$ cat src/rtl/uart_rx.sv
// uart_rx: 8N1 serial receiver.
// A two-flop synchronizer feeds a start/data/stop sampling FSM. Completed bytes
// are buffered in a small FIFO that is drained through a valid/ready handshake.
// Framing errors and overflows are reported as single-cycle pulses.
`timescale 1ns/1ps
module uart_rx #(
    parameter int CLOCK_FREQ  = 50000000,
    parameter int BAUD_RATE   = 115200,
    parameter int BUFFER_SIZE = 16
) (
    input  logic                           clk,
    input  logic                           rst,
    input  logic                           rx,
    output logic [7:0]                     data_o,
    output logic                           valid_o,
    input  logic                           ready_i,
    output logic                           frame_error_o,
    output logic                           overflow_o,
    output logic                           busy_o,
    output logic [$clog2(BUFFER_SIZE):0]   level_o
);

    localparam int CPB   = CLOCK_FREQ / BAUD_RATE;
    localparam int CNT_W = $clog2(CPB);
    localparam int PTR_W = $clog2(BUFFER_SIZE);
    localparam int LVL_W = PTR_W + 1;

    localparam logic [CNT_W-1:0] CNT_HALF = CNT_W'(CPB / 2 - 1);
    localparam logic [CNT_W-1:0] CNT_LAST = CNT_W'(CPB - 1);
    localparam logic [LVL_W-1:0] LVL_FULL = LVL_W'(BUFFER_SIZE);

    typedef enum logic [2:0] {
        S_IDLE  = 3'd0,
        S_START = 3'd1,
        S_DATA  = 3'd2,
        S_STOP  = 3'd3,
        S_WAIT  = 3'd4
    } state_t;

    logic             r_rx_meta;
    logic             r_rx_s;
    state_t           r_state;
    logic [CNT_W-1:0] r_cnt;
    logic [2:0]       r_idx;
    logic [7:0]       r_shreg;
    logic             r_frame_err;
    logic             r_busy;
    logic             r_overflow;
    logic [7:0]       r_mem [BUFFER_SIZE];
    logic [PTR_W-1:0] r_wr_ptr;
    logic [PTR_W-1:0] r_rd_ptr;
    logic [LVL_W-1:0] r_level;

    logic w_stop_ok;
    logic w_full;
    logic w_empty;
    logic w_pop;
    logic w_push;
    logic w_drop;

    // A good stop bit is sampled this cycle; the byte goes to the FIFO on the same edge.
    assign w_stop_ok = (r_state == S_STOP) && (r_cnt == CNT_LAST) && r_rx_s;
    assign w_full    = (r_level == LVL_FULL);
    assign w_empty   = (r_level == {LVL_W{1'b0}});
    assign w_pop     = !w_empty && ready_i;
    // A simultaneous pop frees the slot, so a full FIFO still accepts the byte.
    assign w_push    = w_stop_ok && (!w_full || w_pop);
    assign w_drop    = w_stop_ok && w_full && !w_pop;

    // Two-flop synchronizer for the asynchronous rx pin, idle-high after reset.
    always_ff @(posedge clk or posedge rst) begin
        if (rst) begin
            r_rx_meta <= 1'b1;
            r_rx_s    <= 1'b1;
        end else begin
            r_rx_meta <= rx;
            r_rx_s    <= r_rx_meta;
        end
    end

    // Receive FSM: find start edge, confirm it mid-bit, sample 8 data bits and the stop bit.
    always_ff @(posedge clk or posedge rst) begin
        if (rst) begin
            r_state     <= S_IDLE;
            r_cnt       <= {CNT_W{1'b0}};
            r_idx       <= 3'd0;
            r_shreg     <= 8'h00;
            r_frame_err <= 1'b0;
            r_busy      <= 1'b0;
        end else begin
            r_frame_err <= 1'b0;
            case (r_state)
                S_IDLE: begin
                    if (!r_rx_s) begin
                        r_state <= S_START;
                        r_cnt   <= {CNT_W{1'b0}};
                        r_busy  <= 1'b1;
                    end
                end
                S_START: begin
                    if (r_cnt == CNT_HALF) begin
                        r_cnt <= {CNT_W{1'b0}};
                        if (!r_rx_s) begin
                            r_state <= S_DATA;
                            r_idx   <= 3'd0;
                        end else begin
                            // Start bit vanished before mid-bit: treat as a glitch.
                            r_state <= S_IDLE;
                            r_busy  <= 1'b0;
                        end
                    end else begin
                        r_cnt <= r_cnt + CNT_W'(1);
                    end
                end
                S_DATA: begin
                    if (r_cnt == CNT_LAST) begin
                        r_cnt          <= {CNT_W{1'b0}};
                        r_shreg[r_idx] <= r_rx_s;
                        if (r_idx == 3'd7) begin
                            r_state <= S_STOP;
                        end else begin
                            r_idx <= r_idx + 3'd1;
                        end
                    end else begin
                        r_cnt <= r_cnt + CNT_W'(1);
                    end
                end
                S_STOP: begin
                    if (r_cnt == CNT_LAST) begin
                        r_cnt <= {CNT_W{1'b0}};
                        if (r_rx_s) begin
                            // Returning to IDLE here lets a back-to-back start edge be caught.
                            r_state <= S_IDLE;
                            r_busy  <= 1'b0;
                        end else begin
                            r_frame_err <= 1'b1;
                            r_state     <= S_WAIT;
                        end
                    end else begin
                        r_cnt <= r_cnt + CNT_W'(1);
                    end
                end
                S_WAIT: begin
                    if (r_rx_s) begin
                        r_state <= S_IDLE;
                        r_busy  <= 1'b0;
                    end
                end
                default: begin
                    r_state <= S_IDLE;
                    r_busy  <= 1'b0;
                end
            endcase
        end
    end

    // FIFO storage: written on push; cleared on reset so data_o reads 0 afterwards.
    always_ff @(posedge clk or posedge rst) begin
        if (rst) begin
            for (int i = 0; i < BUFFER_SIZE; i++) begin
                r_mem[i] <= 8'h00;
            end
        end else if (w_push) begin
            r_mem[r_wr_ptr] <= r_shreg;
        end
    end

    // FIFO pointers, occupancy and overflow pulse.
    always_ff @(posedge clk or posedge rst) begin
        if (rst) begin
            r_wr_ptr   <= {PTR_W{1'b0}};
            r_rd_ptr   <= {PTR_W{1'b0}};
            r_level    <= {LVL_W{1'b0}};
            r_overflow <= 1'b0;
        end else begin
            r_overflow <= w_drop;
            if (w_push) begin
                r_wr_ptr <= r_wr_ptr + PTR_W'(1);
            end
            if (w_pop) begin
                r_rd_ptr <= r_rd_ptr + PTR_W'(1);
            end
            case ({w_push, w_pop})
                2'b10:   r_level <= r_level + LVL_W'(1);
                2'b01:   r_level <= r_level - LVL_W'(1);
                default: r_level <= r_level;
            endcase
        end
    end

    assign data_o        = r_mem[r_rd_ptr];
    assign valid_o       = !w_empty;
    assign level_o       = r_level;
    assign frame_error_o = r_frame_err;
    assign overflow_o    = r_overflow;
    assign busy_o        = r_busy;

endmodule

$ cat config.mk
export PLATFORM = sky130hd
export DESIGN_NAME = uart_rx
export DESIGN_NICKNAME = d
export VERILOG_FILES = /design/src/rtl/uart_rx.sv
export SDC_FILE = /design/constraint.sdc
export NUM_CORES = 1
export LEC_CHECK = 0
export ABC_AREA = 0
export BUFFER_PORTS_ARGS = -buffer_cell sky130_fd_sc_hd__buf_2
export CAP_MARGIN = 20
export CORE_ASPECT_RATIO = 1.1
export CORE_MARGIN = 1
export CORE_UTILIZATION = 63
export DETAILED_ROUTE_END_ITERATION = 7
export PLACE_DENSITY = 0.82
export SYNTH_ARGS = -nofsm -noshare
export SYNTH_HDL_FRONTEND = slang
export SYNTH_SLANG_ARGS = --single-unit
$ cat constraint.sdc
create_clock -name clk -period 6.8 [get_ports clk]
set_input_delay 1.36 -clock clk [delete_from_list [all_inputs] [get_ports clk]]
set_output_delay 1.36 -clock clk [all_outputs]
set_load 0.05 [all_outputs]
==> summary.md, run 1 <==
| Metric | Value |
|---|---|
| Worst endpoint required time | `~5400 ps` |
| Syn_nets | `roughly 610` |
| Initial antenna violation count | `0` |
| Number of flip-flops and latches in the synthesized netlist | `between 150 and 200` |
| Final hold viol count | `0` |
| Drt pass-1 iters | `5` |
| Yosys cell types | `63` |
| Outcome | `finished clean` |
| Part of the cycle the worst path needs | `0.603` |
| Slew HR | `0.425` |
| Transition time at the pin with the least slew margin | `862 ps` |
| Number of sinks handled by clock tree synthesis | `around 170` |
| Net total in the final layout | `607` |
| Met3 routed WL | `656 um` |
| Grt total ovfl | `0` |
| Cell seen most often among critical-path stages | `mux4_2` |
| Via-per-instance ratio | `~6.5` |
| Max capacitance violation total | `0` |
| Number of antenna cells inserted | `0` |
| Count of final setup violators | `0` |
| Clock slew at the register clock pins of the worst setup and hold paths | `60 ps` |
| Number of synthesized flops with an enable pin | `0` |
| Register area share after synthesis | `0.508` |
| Number of pins exceeding their max-slew limit in the final report | `0` |
| Wire length of the first global-routing pass | `between 20 and 30 mm` |
| Clock root buffer | `clkbuf_16` |
| Leak | `4.28 nW` |
| Number of buffers added by the clock tree synthesis step | `17` |
| Resize count post-CTS | `0` |
| Half-perimeter wire length of the detailed placement result | `around 11 mm` |
| Crit. End Element | `output port` |
| Total detailed-routing wirelength | `17.3 mm` |
| Slack of the worst reg-to-reg path | `between 3000 and 4000 ps` |
| Die Outline Area | `roughly 0.014 mm2` |
| Share of async-settable or async-resettable flops after synthesis | `1.00` |
| Insertion delay of the later-clocked pin in the worst-skew pair | `approximately 430 ps` |
| Synth warn | `0` |
| Met2 routed wirelength | `8.64 mm` |
| End point of the most critical hold path | `r_rx_s` |
| Cells along the critical path | `buf_12 > mux4_2 > mux4_2 > buf_2` |
| Die outline height | `between 100 and 150 um` |
| Routed wire per std cell | `between 20 and 25 um` |
| Gate count after technology mapping | `587` |
| Capture instance of the worst register-to-register path | `level_o[4]` |
| Number of global-route vias before repair | `5,228` |
| Mapped Area | `0.00834 mm2` |
| Commonest non-fill, non-tap cell in the layout | `dfrtp_1` |
| Proportion of layout cells with a drive suffix above 1 | `0.388` |
| Clock Skew | `5.98 ps` |
| Starting Density | `0.654` |
| Delay contributed by the slowest stage of the critical path | `between 700 and 800 ps` |
| Number of ports placed on the die boundary | `21` |
| Fill count | `between 800 and 900` |
| Top cells by area in the synthesized netlist | `dfrtp_1, mux2_2, mux4_2, ha_1, mux2_1` |
| Antenna viol nets, final | `0` |
| Peak clock frequency supported by timing | `roughly 0.24 GHz` |
| Top fanout value on the critical path | `18` |
| Number of cells on the worst reg-to-reg path | `12` |
| Post-CTS Hold Buffers | `0` |
| Clock tree from TritonCTS | `done` |
| Tmin final | `about 4100 ps` |
| Chip Width | `approximately 110 um` |
| Source of the worst register-to-register timing path | `r_cnt[1]` |
| Average cell area after synthesis | `around 14 um2` |
| Drt drc | `0` |
| Sequential cell area | `around 0.0042 mm2` |
| Vias after detailed routing | `around 4,900` |
| H-tree depth | `4` |
| RSZ-0062 raised after global routing | `no` |
| Cell type contributing the most total cell area after synthesis | `dfrtp_1` |
| Final weighted congestion in routability-driven placement | `between 0.7 and 0.8` |
| Number of I/O port buffers | `20` |
| Detailed Route Iter0 Violations | `roughly 370` |
| Synth-to-layout area growth | `9.11%` |
| PD cells | `approximately 280 mW/mm2` |
| Crit path launch type | `flip-flop` |
| Min-Delay Path Class | `reg2reg` |
| Combined global-route utilization of all metal layers | `0.280` |
| Area inside the core boundary | `0.0128 mm2` |
| Placement-stage worst setup slack | `between 2000 and 3000 ps` |
| Highest signal layer in the routed design | `met4` |
| Area share of the largest cell type after synthesis | `0.501` |
| CTS max path bufs | `2` |
| Routed metal-1 wire length | `7.38 mm` |
| Cell at the slowest stage of the critical path | `dfrtp_2` |
| Peak ir drop on the vdd network | `about 0.24 mV` |
| WP data arrival | `about 2700 ps` |
| Hold Path Depth | `0` |
| Post-Route Utilization | `0.713` |
| Most used flip-flop cell after synthesis | `dfrtp_1` |
| Sum of negative setup slack | `0 ps` |
| Kind of critical path | `reg2out` |
| Count of standard-cell rows | `43` |
| Hold path startpoint | `r_rx_meta` |
| Post-CTS Setup Bufs | `0` |
| Maximum number of pins on one net before global-route repair | `100` |
| Area of the multi-input gates | `about 0.0038 mm2` |
| Most frequent cells in the layout | `dfrtp_1, mux2_2, mux4_2, nand2_1, buf_2` |
| Crit path setup slack, layout | `approximately 2700 ps` |
## cells in the mapped netlist (6+ instances only)
cell,n
ha_1,14
nand3_1,9
buf_4,10
mux2_4,8
nor2b_1,6
o21ai_0,13
nor2_1,13
nor4_1,7
xnor2_1,6
and3_1,12
nand2_1,23
mux4_2,40
buf_2,7
inv_1,12
clkbuf_1,19
dfrtp_1,167
a21oi_1,9
mux2_1,13
mux2_2,117
## critical path: cells and delay by family, from the launching register on
family,cells,cell delay (ps)
flops,1,770
mux,2,1030
buf+inv,2,500
## where the power goes
group          leakage [nW]  internal (mW)  switching [mW]  total (mW)
clock network         0.312          0.676           0.376        1.05
logic                  1.65          0.168           0.203       0.371
registers              2.31           1.03           0.107        1.14
## logic make-up (layout without fill, tap and decap cells)
group,count (synthesis),count (layout),share of synthesized area
fa+ha+maj,15,15,0.0222
simple gates,109,109,0.0842
compound gates,51,51,0.0429
flops,169,169,0.508
xor+xnor,11,11,0.0116
mux,178,178,0.298
buf+inv,54,67,0.0336
## state kept, by name, summed over array words and instances, names as in the netlist
| name | cells |
|---|---|
| busy_o | 1 |
| frame_error_o | 1 |
| level_o | 5 |
| overflow_o | 1 |
| r_cnt | 9 |
| r_idx | 3 |
| r_mem | 128 |
| r_rd_ptr | 4 |
| r_rx_meta | 1 |
| r_rx_s | 1 |
| r_shreg | 8 |
| r_state | 3 |
| r_wr_ptr | 4 |
## per-layer routing
metal	track usage	vias up
met3	0.0469	38
met4	0.139	0
met1	0.361	2582
li1	-	2184
met5	0	-
met2	0.465	123
## worst max-delay path by stage
stage	cells past startpoint	from	to
6_report	4	r_rd_ptr[0]	data_o[6]
5_1_grt	4	r_rd_ptr[0]	data_o[6]
4_1_cts	3	r_rd_ptr[0]	data_o[6]
3_5_place_dp	3	r_rd_ptr[0]	data_o[6]
3_3_place_gp	3	r_rd_ptr[0]	data_o[4]
2_1_floorplan	1	rst	busy_o
## cell type report
type / instances / share of cell area
multi-input combinational: 364 / 0.421
sequential: 169 / 0.465
clock inverter: 8 / 0.0184
tap: 157 / 0.0216
clock buffer: 22 / 0.0521
inverter: 12 / 0.00550
timing repair buffer: 25 / 0.0165
## metrics by stage
| stage | total power [mW] | cell area [um2] | hold slack (ps) | instances |
|---|---|---|---|---|
| global route | 2.66 | 9100 | 366 | 757 |
| global placement | 1.50 | 8440 | 346 | 726 |
| CTS | 2.57 | 9080 | 364 | 756 |
| floorplan | 1.45 | 8340 | 345 | 587 |
| finish | 2.56 | 9100 | 363 | 757 |
| detailed placement | 1.52 | 8440 | 355 | 726 |
Note: power is estimated with default switching activity, not from simulation.
==> run 2, diff against run 1 <==
Clock period 6.8 ns to 4 ns, I/O delays scaled along.
==> run 2 against run 1 <==
Effect of this change: first-iteration DRC count down 24%; the flow now finishes with violations (design-rule violations); largest power group unchanged; flip-flop and latch count unchanged; final cell count up 0.53%.
==> summary.md, run 2 (synthesized netlist as in run 1, its figures left out) <==
| Metric | Value |
|---|---|
| Drt drc | `2 (+2)` |
| Min-Delay Path Class | `reg2reg` |
| Sum of negative setup slack | `0 ps (unchanged)` |
| Source of the worst register-to-register timing path | `r_cnt[1]` |
| PD cells | `463 mW/mm2 (+64%)` |
| Combined global-route utilization of all metal layers | `0.279 (-0.00135)` |
| Worst endpoint required time | `3200 ps (-2240 ps)` |
| Net total in the final layout | `611 (+0.66%)` |
| Highest signal layer in the routed design | `met4` |
| Die Outline Area | `0.0137 mm2 (unchanged)` |
| Sequential cell area | `0.00423 mm2 (unchanged)` |
| WP data arrival | `2570 ps (-170 ps)` |
| Min Hold Slack | `357 ps (-5.98 ps)` |
| Vias after detailed routing | `4,920 (-0.14%)` |
| Transition time at the pin with the least slew margin | `848 ps (-14.5 ps)` |
| Number of I/O port buffers | `20 (unchanged)` |
| Top fanout value on the critical path | `27 (+9)` |
| Wire length of the first global-routing pass | `28.4 mm (+0.39%)` |
| Met3 routed WL | `440 um (-33%)` |
| Peak ir drop on the vdd network | `0.495 mV (+110%)` |
| Die outline height | `123 um (unchanged)` |
| CTS max path bufs | `2 (unchanged)` |
| Via-per-instance ratio | `6.47 (-0.67%)` |
| Post-CTS Setup Bufs | `0 (unchanged)` |
| Number of buffers added by the clock tree synthesis step | `17 (unchanged)` |
| Part of the cycle the worst path needs | `0.841` |
| Fill count | `813 (-1.2%)` |
| Violated checks | `design-rule violations` |
| Max capacitance violation total | `0 (unchanged)` |
| Slack of the worst reg-to-reg path | `1010 ps (-2700 ps)` |
| Chip Width | `112 um (unchanged)` |
| Drt pass-1 iters | `6 (+1)` |
| Area inside the core boundary | `0.0128 mm2 (unchanged)` |
| Number of global-route vias before repair | `5,291 (+1.2%)` |
| Half-perimeter wire length of the detailed placement result | `11.2 mm (+3.1%)` |
| Most frequent cells in the layout | `dfrtp_1, mux2_2, mux4_2, nand2_1, buf_2` |
| Antenna viol nets, final | `0 (unchanged)` |
| Top reg by flops | `r_mem` |
| Crit path launch type | `flip-flop` |
| Resize count post-CTS | `0 (unchanged)` |
| Cell seen most often among critical-path stages | `mux4_2` |
| Post-Route Utilization | `0.711 (-0.00265)` |
| Detailed Route Iter0 Violations | `282 (-24%)` |
| Number of antenna cells inserted | `0 (unchanged)` |
| Placed instance area | `0.00848 mm2 (+0.58%)` |
| Clock slew at the register clock pins of the worst setup and hold paths | `60 ps (about the same)` |
| Number of flip-flops under the largest register name | `128 (unchanged)` |
| Leak | `4.26 nW (-0.32%)` |
| Final hold viol count | `0 (unchanged)` |
| Grt total ovfl | `0 (unchanged)` |
| RSZ-0062 raised after global routing | `no` |
| Post-CTS Hold Buffers | `0 (unchanged)` |
| End point of the most critical hold path | `r_rx_s` |
| Cell at the slowest stage of the critical path | `mux4_2` |
| Final weighted congestion in routability-driven placement | `0.790 (-0.63%)` |
| Number of ports placed on the die boundary | `21 (unchanged)` |
| Initial antenna violation count | `0 (unchanged)` |
| Capture instance of the worst register-to-register path | `level_o[4]` |
| Delay contributed by the slowest stage of the critical path | `570 ps (-200 ps)` |
| Largest regs | `r_mem (128), r_cnt (9), r_shreg (8)` |
| Routed wire per std cell | `22.5 um (-1.5%)` |
| Tmin final | `~3400 ps` |
| H-tree depth | `4 (unchanged)` |
| Hold Path Depth | `0 (unchanged)` |
| Outcome | `finished with violations` |
| Count of final setup violators | `0 (unchanged)` |
| Clock Skew | `4.17 ps (-1.82 ps)` |
| Cells along the critical path | `buf_12 > mux4_2 > mux4_2 > buf_2` |
| Peak clock frequency supported by timing | `~0.3 GHz` |
| Kind of critical path | `reg2out` |
| Post-layout total power | `4.20 mW (+64%)` |
| Hold path startpoint | `r_rx_meta` |
| Synth-to-layout area growth | `8.70%` |
| Area of the multi-input gates | `0.00383 mm2 (unchanged)` |
| Routed metal-1 wire length | `7.17 mm (-2.8%)` |
| Total detailed-routing wirelength | `17.1 mm (-0.93%)` |
| Proportion of layout cells with a drive suffix above 1 | `0.394 (+0.00571)` |
| Count of standard-cell rows | `43 (unchanged)` |
| Commonest non-fill, non-tap cell in the layout | `dfrtp_1` |
| Cell area after layout | `0.00906 mm2 (-0.37%)` |
| Clock root buffer | `clkbuf_16` |
| Insertion delay of the later-clocked pin in the worst-skew pair | `430 ps (about the same)` |
| Number of cells on the worst reg-to-reg path | `12 (unchanged)` |
| Clock tree from TritonCTS | `done` |
| Slew HR | `0.432 (+0.00624)` |
| Starting Density | `0.654 (unchanged)` |
| Number of sinks handled by clock tree synthesis | `169 (unchanged)` |
| Met2 routed wirelength | `9.03 mm (+4.6%)` |
| Maximum number of pins on one net before global-route repair | `52 (-48%)` |
| Crit. End Element | `output port` |
| Number of pins exceeding their max-slew limit in the final report | `0 (unchanged)` |
[run 2: cell count changes in the layout (fill, tap and decap cells not counted), sizes merged]
| cell | delta |
|---|---|
| buf | +4 |
| bufinv | -3 |
| clkinv | +2 |
| clkinvlp | +2 |
| inv | -1 |
[run 2: final cells by class]
type,instances,share of cell area
flip-flops and latches,169,0.467
multi-input cells,364,0.422
clock buffers,22,0.0534
well taps,157,0.0217
repair buffers,29,0.0199
clock inverters,8,0.0105
inverters,12,0.00538
[run 2: power breakdown]
| part | internal [mW] | switching, mW |
|---|---|---|
| registers | 1.76 | 0.170 |
| logic | 0.293 | 0.369 |
| clock network | 0.973 | 0.631 |
[run 2: stage by stage]
step / cells / setup slack, ps
floorplan: 587 / 992
global placement: 731 / 1050
detailed placement: 731 / 944
CTS: 761 / 599
global route: 761 / 536
finish: 761 / 635
[run 2: worst max path at each step]
| stage | startpoint | cells after the start | slack, ps | end |
|---|---|---|---|---|
| after CTS | r_rd_ptr[0] | 4 | 600 | data_o[5] |
| final | r_rd_ptr[0] | 4 | 630 | data_o[2] |
| after detailed placement | ready_i | 11 | 940 | level_o[4] |
| after global placement | ready_i | 11 | 1050 | level_o[4] |
| after global routing | r_rd_ptr[0] | 4 | 540 | data_o[5] |
| after floorplan | level_o[1] | 12 | 990 | level_o[4] |
[run 2: critical path, delay by kind of cell (launching register included)]
kind	cells	cell delay (ps)
buffers and inverters	2	520
flip-flops	1	560
multiplexers	2	1050
[run 2: routing by layer]
layer  vias up  GRT usage
li1       2189          -
met1      2607      0.348
met2        89      0.482
met3        35     0.0430
met4         0      0.131
met5         -          0
==> run 3, diff against run 2 <==
Settings changed: ABC_AREA 0 to 1, CORE_UTILIZATION 63 to 57, PLACE_DENSITY 0.82 to 0.79.
Clock period 4 ns to 2.8 ns, I/O delays scaled along.
==> run 3 against run 2 <==
Effect of this change: the run now ends clean; final cell count is 78% higher; sequential share of layout area is 3.2 points lower; utilization is 6.6 points lower; synthesized cell count is 97% higher; register-to-register slack worse by 540 ps; clock power is 50% higher; sequential power is 27% higher; final area is 7.5% higher; worst setup slack worse by 510 ps; routed wire length is 26% higher; critical endpoint is now data_o[0]; largest power group unchanged.
==> summary.md, run 3 <==
| Metric | Value |
|---|---|
| Register area share after synthesis | `0.477 (-0.0308)` |
| Via-per-instance ratio | `5.61 (-13%)` |
| Synth-to-layout area growth | `9.81%` |
| Number of buffers and inverters on the critical path | `2 (unchanged)` |
| Top fanout value on the critical path | `21 (-22%)` |
| WP depth | `7 (+3)` |
| Number of global-route vias before repair | `7,183 (+36%)` |
| Maximum number of pins on one net before global-route repair | `50 (-3.8%)` |
| Leak | `5.12 nW (+20%)` |
| Starting Density | `0.587 (-0.0666)` |
| Count of standard-cell rows | `47 (+9.3%)` |
| Synth Area in Simple Gates | `0.323 (+0.238)` |
| Share of async-settable or async-resettable flops after synthesis | `1.00 (unchanged)` |
| Worst endpoint required time | `2240 ps (-960 ps)` |
| PD cells | `504 mW/mm2 (+8.8%)` |
| Number of pins exceeding their max-slew limit in the final report | `0 (unchanged)` |
| Hold Path Depth | `1 (+1)` |
| Die outline height | `133 um (+8.3%)` |
| Min-Delay Path Class | `in2reg` |
| Number of synthesized flops with an enable pin | `0 (unchanged)` |
| Clock slew at the register clock pins of the worst setup and hold paths | `60 ps (about the same)` |
| Tmin final | `approximately 2700 ps` |
| WP data arrival | `2110 ps (-460 ps)` |
| Vias after detailed routing | `7,618 (+55%)` |
| Final weighted congestion in routability-driven placement | `0.882 (+12%)` |
| Gate count after technology mapping | `1,159 (+97%)` |
| Count of final setup violators | `0 (unchanged)` |
| Area share of the largest cell type after synthesis | `0.471 (-0.0304)` |
| Syn_nets | `1,177 (+95%)` |
| RSZ-0062 raised after global routing | `no` |
| Cells along the critical path | `buf_4 > a21oi_1 > o21ai_0 > nand3_1 > nand3_1 > nand2_1 > clkbuf_4` |
| Chip Width | `121 um (+8.3%)` |
| Detailed Route Iter0 Violations | `904 (+220%)` |
| Dominant combinational cell family by area after synthesis | `simple AND/OR/NAND/NOR gates` |
| Area inside the core boundary | `0.0151 mm2 (+19%)` |
| Clock tree from TritonCTS | `done` |
| Cell at the slowest stage of the critical path | `dfrtp_4` |
| Share of the synthesized area in compound gates (AO/OA/AOI/OAI) | `0.0801 (+0.0372)` |
| Number of flip-flops and latches in the synthesized netlist | `169 (unchanged)` |
| Mapped Area | `0.00888 mm2 (+6.5%)` |
| Antenna viol nets, final | `0 (unchanged)` |
| Number of buffers added by the clock tree synthesis step | `17 (unchanged)` |
| Grt total ovfl | `0 (unchanged)` |
| Sum of negative setup slack | `0 ps (unchanged)` |
| Post-Route Utilization | `0.645 (-0.0659)` |
| Routed wire per std cell | `15.9 um (-29%)` |
| Final hold viol count | `0 (unchanged)` |
| Sequential cell area | `0.00424 mm2 (+0.15%)` |
| Initial antenna violation count | `0 (unchanged)` |
| Average cell area after synthesis | `7.66 um2 (-46%)` |
| Crit path launch type | `flip-flop` |
| Top cells by area in the synthesized netlist | `dfrtp_1, nand2_1, nand3_1, inv_1, o211ai_1` |
| Xor and xnor fraction of the mapped netlist area | `0.0138 (+0.00226)` |
| Delay contributed by the slowest stage of the critical path | `590 ps (+20 ps)` |
| Net total in the final layout | `1,169 (+91%)` |
| Post-Synth Adder-Cell Area | `0.0197 (-0.00247)` |
| Drt pass-1 iters | `7 (+1)` |
| Cell seen most often among critical-path stages | `nand3_1` |
| Area of the multi-input gates | `0.00388 mm2 (+1.3%)` |
| Fill count | `1,237 (+52%)` |
| Number of antenna cells inserted | `0 (unchanged)` |
| Synth warn | `0 (unchanged)` |
| Top reg by flops | `r_mem` |
| Commonest non-fill, non-tap cell in the layout | `nand2_1` |
| Combined global-route utilization of all metal layers | `0.288 (+0.00899)` |
| Clock root buffer | `clkbuf_16` |
| Total detailed-routing wirelength | `21.6 mm (+26%)` |
| Crit. End Element | `output port` |
| Cell type contributing the most total cell area after synthesis | `dfrtp_1` |
| Wire length of the first global-routing pass | `36.3 mm (+28%)` |
| Most frequent cells in the layout | `nand2_1, nand3_1, dfrtp_1, inv_1, o21ai_0` |
| Number of ports placed on the die boundary | `21 (unchanged)` |
| Max capacitance violation total | `0 (unchanged)` |
| Peak clock frequency supported by timing | `~0.37 GHz` |
| Crit path setup slack, layout | `125 ps (-510 ps)` |
| Placement-stage worst setup slack | `505 ps (-439 ps)` |
| Insertion delay of the later-clocked pin in the worst-skew pair | `430 ps (about the same)` |
| Multiplexer share of the synthesized area | `0 (-0.298)` |
| Kind of critical path | `reg2out` |
| H-tree depth | `4 (unchanged)` |
| Number of I/O port buffers | `20 (unchanged)` |
| Number of sinks handled by clock tree synthesis | `169 (unchanged)` |
| Proportion of layout cells with a drive suffix above 1 | `0.0930 (-0.301)` |
| Peak ir drop on the vdd network | `0.445 mV (-10%)` |
| Kind of cell with the highest combined delay on the critical path | `flip-flops` |
| CTS max path bufs | `2 (unchanged)` |
| Outcome | `finished clean` |
| Number of flip-flops under the largest register name | `128 (unchanged)` |
| Clock Skew | `7.64 ps (+3.48 ps)` |
| Number of cells on the worst reg-to-reg path | `15 (+3)` |
| Largest regs | `r_mem (128), r_cnt (9), r_shreg (8)` |
| Ranking of synthesized cells by instance count | `nand2_1, nand3_1, dfrtp_1, inv_1, clkbuf_1` |
| Part of the cycle the worst path needs | `0.955` |
| Slew HR | `0.352 (-0.0798)` |
| Most used flip-flop cell after synthesis | `dfrtp_1` |
| Drt drc | `0 (-2)` |
| Die Outline Area | `0.0161 mm2 (+17%)` |
| Transition time at the pin with the least slew margin | `972 ps (+125 ps)` |
| Most frequent cell after synthesis | `nand2_1` |
| Half-perimeter wire length of the detailed placement result | `13.9 mm (+24%)` |
| Yosys cell types | `33 (-48%)` |
[run 3: changes by cell type after synthesis, sizes merged, moves of 30 or more]
cell and change:
mux4 -40, clkbuf +30, mux2 -138, o21ai +36, nand2 +378, nand3 +176, inv +108
[run 3: kinds of logic after synthesis]
| group | after synthesis |
|---|---|
| AOI/OAI and AO/OA | 123 |
| and+or+nand+nor | 650 |
| DFF | 169 |
| xor gates and xnor gates | 14 |
| adders and majority gates | 14 |
| buffers and inverters | 189 |
[run 3: final cells by class]
| class | count | share of cell area |
|---|---|---|
| inverter | 122 | 0.0474 |
| tap | 196 | 0.0252 |
| timing repair buffer | 40 | 0.0341 |
| sequential | 169 | 0.435 |
| multi-input combinational | 801 | 0.398 |
| clock inverter | 8 | 0.0125 |
| clock buffer | 21 | 0.0483 |
[run 3: where the power goes]
part | leakage [nW] | internal (mW) | switching, mW
Clock | 0.291 | 1.46 | 0.940
Combinational | 2.52 | 0.0132 | 0.0530
Sequential | 2.32 | 2.44 | 0.00275
Total | 5.12 | 3.91 | 0.996
[run 3: per-stage QoR]
step                std cells  hold slack, ps  area [um2]  total power [mW]
floorplan                1159             345        8880              2.53
global placement         1328             346        9150              2.56
detailed placement       1328             347        9150              2.56
CTS                      1357             226        9740              4.93
global route             1357             224        9750              5.04
finish                   1357             231        9750              4.91
[run 3: worst paths after layout]
check                             from         end  slack (ps)
setup / recovery           r_rd_ptr[1]   data_o[0]         130
hold / removal                      rx   r_rx_meta         230
setup reg to reg              r_cnt[1]  level_o[4]         470
hold reg to reg              r_rx_meta      r_rx_s         360
max in group asynchronous          rst      r_rx_s        1810
min in group asynchronous          rst   r_mem[55]         260
[run 3: what timing repair did]
| action | in CTS | in global routing |
|---|---|---|
| hold buffers | 0 | 0 |
| setup buffers | 0 | 0 |
| gates resized for setup | 0 | 4 |
| setup endpoints to repair | 0 | 3 |
[run 3: metal layers]
layer | share of wire | up-vias | GRT usage
li1 | - | 3707 | -
met1 | 0.45 | 3615 | 0.404
met2 | 0.47 | 260 | 0.449
met3 | 0.065 | 36 | 0.0517
met4 | 0.019 | 0 | 0.0953
met5 | 0 | - | 0
[run 3: worst reg2reg max path, delay by kind of cell, from the launching register on]
kind                     cells  cell delay, ps
buffers and inverters        2             140
AND/OR/NAND/NOR              9             840
adder cells (fa/ha/maj)      3             650
XOR/XNOR                     1             210
flip-flops                   1             390
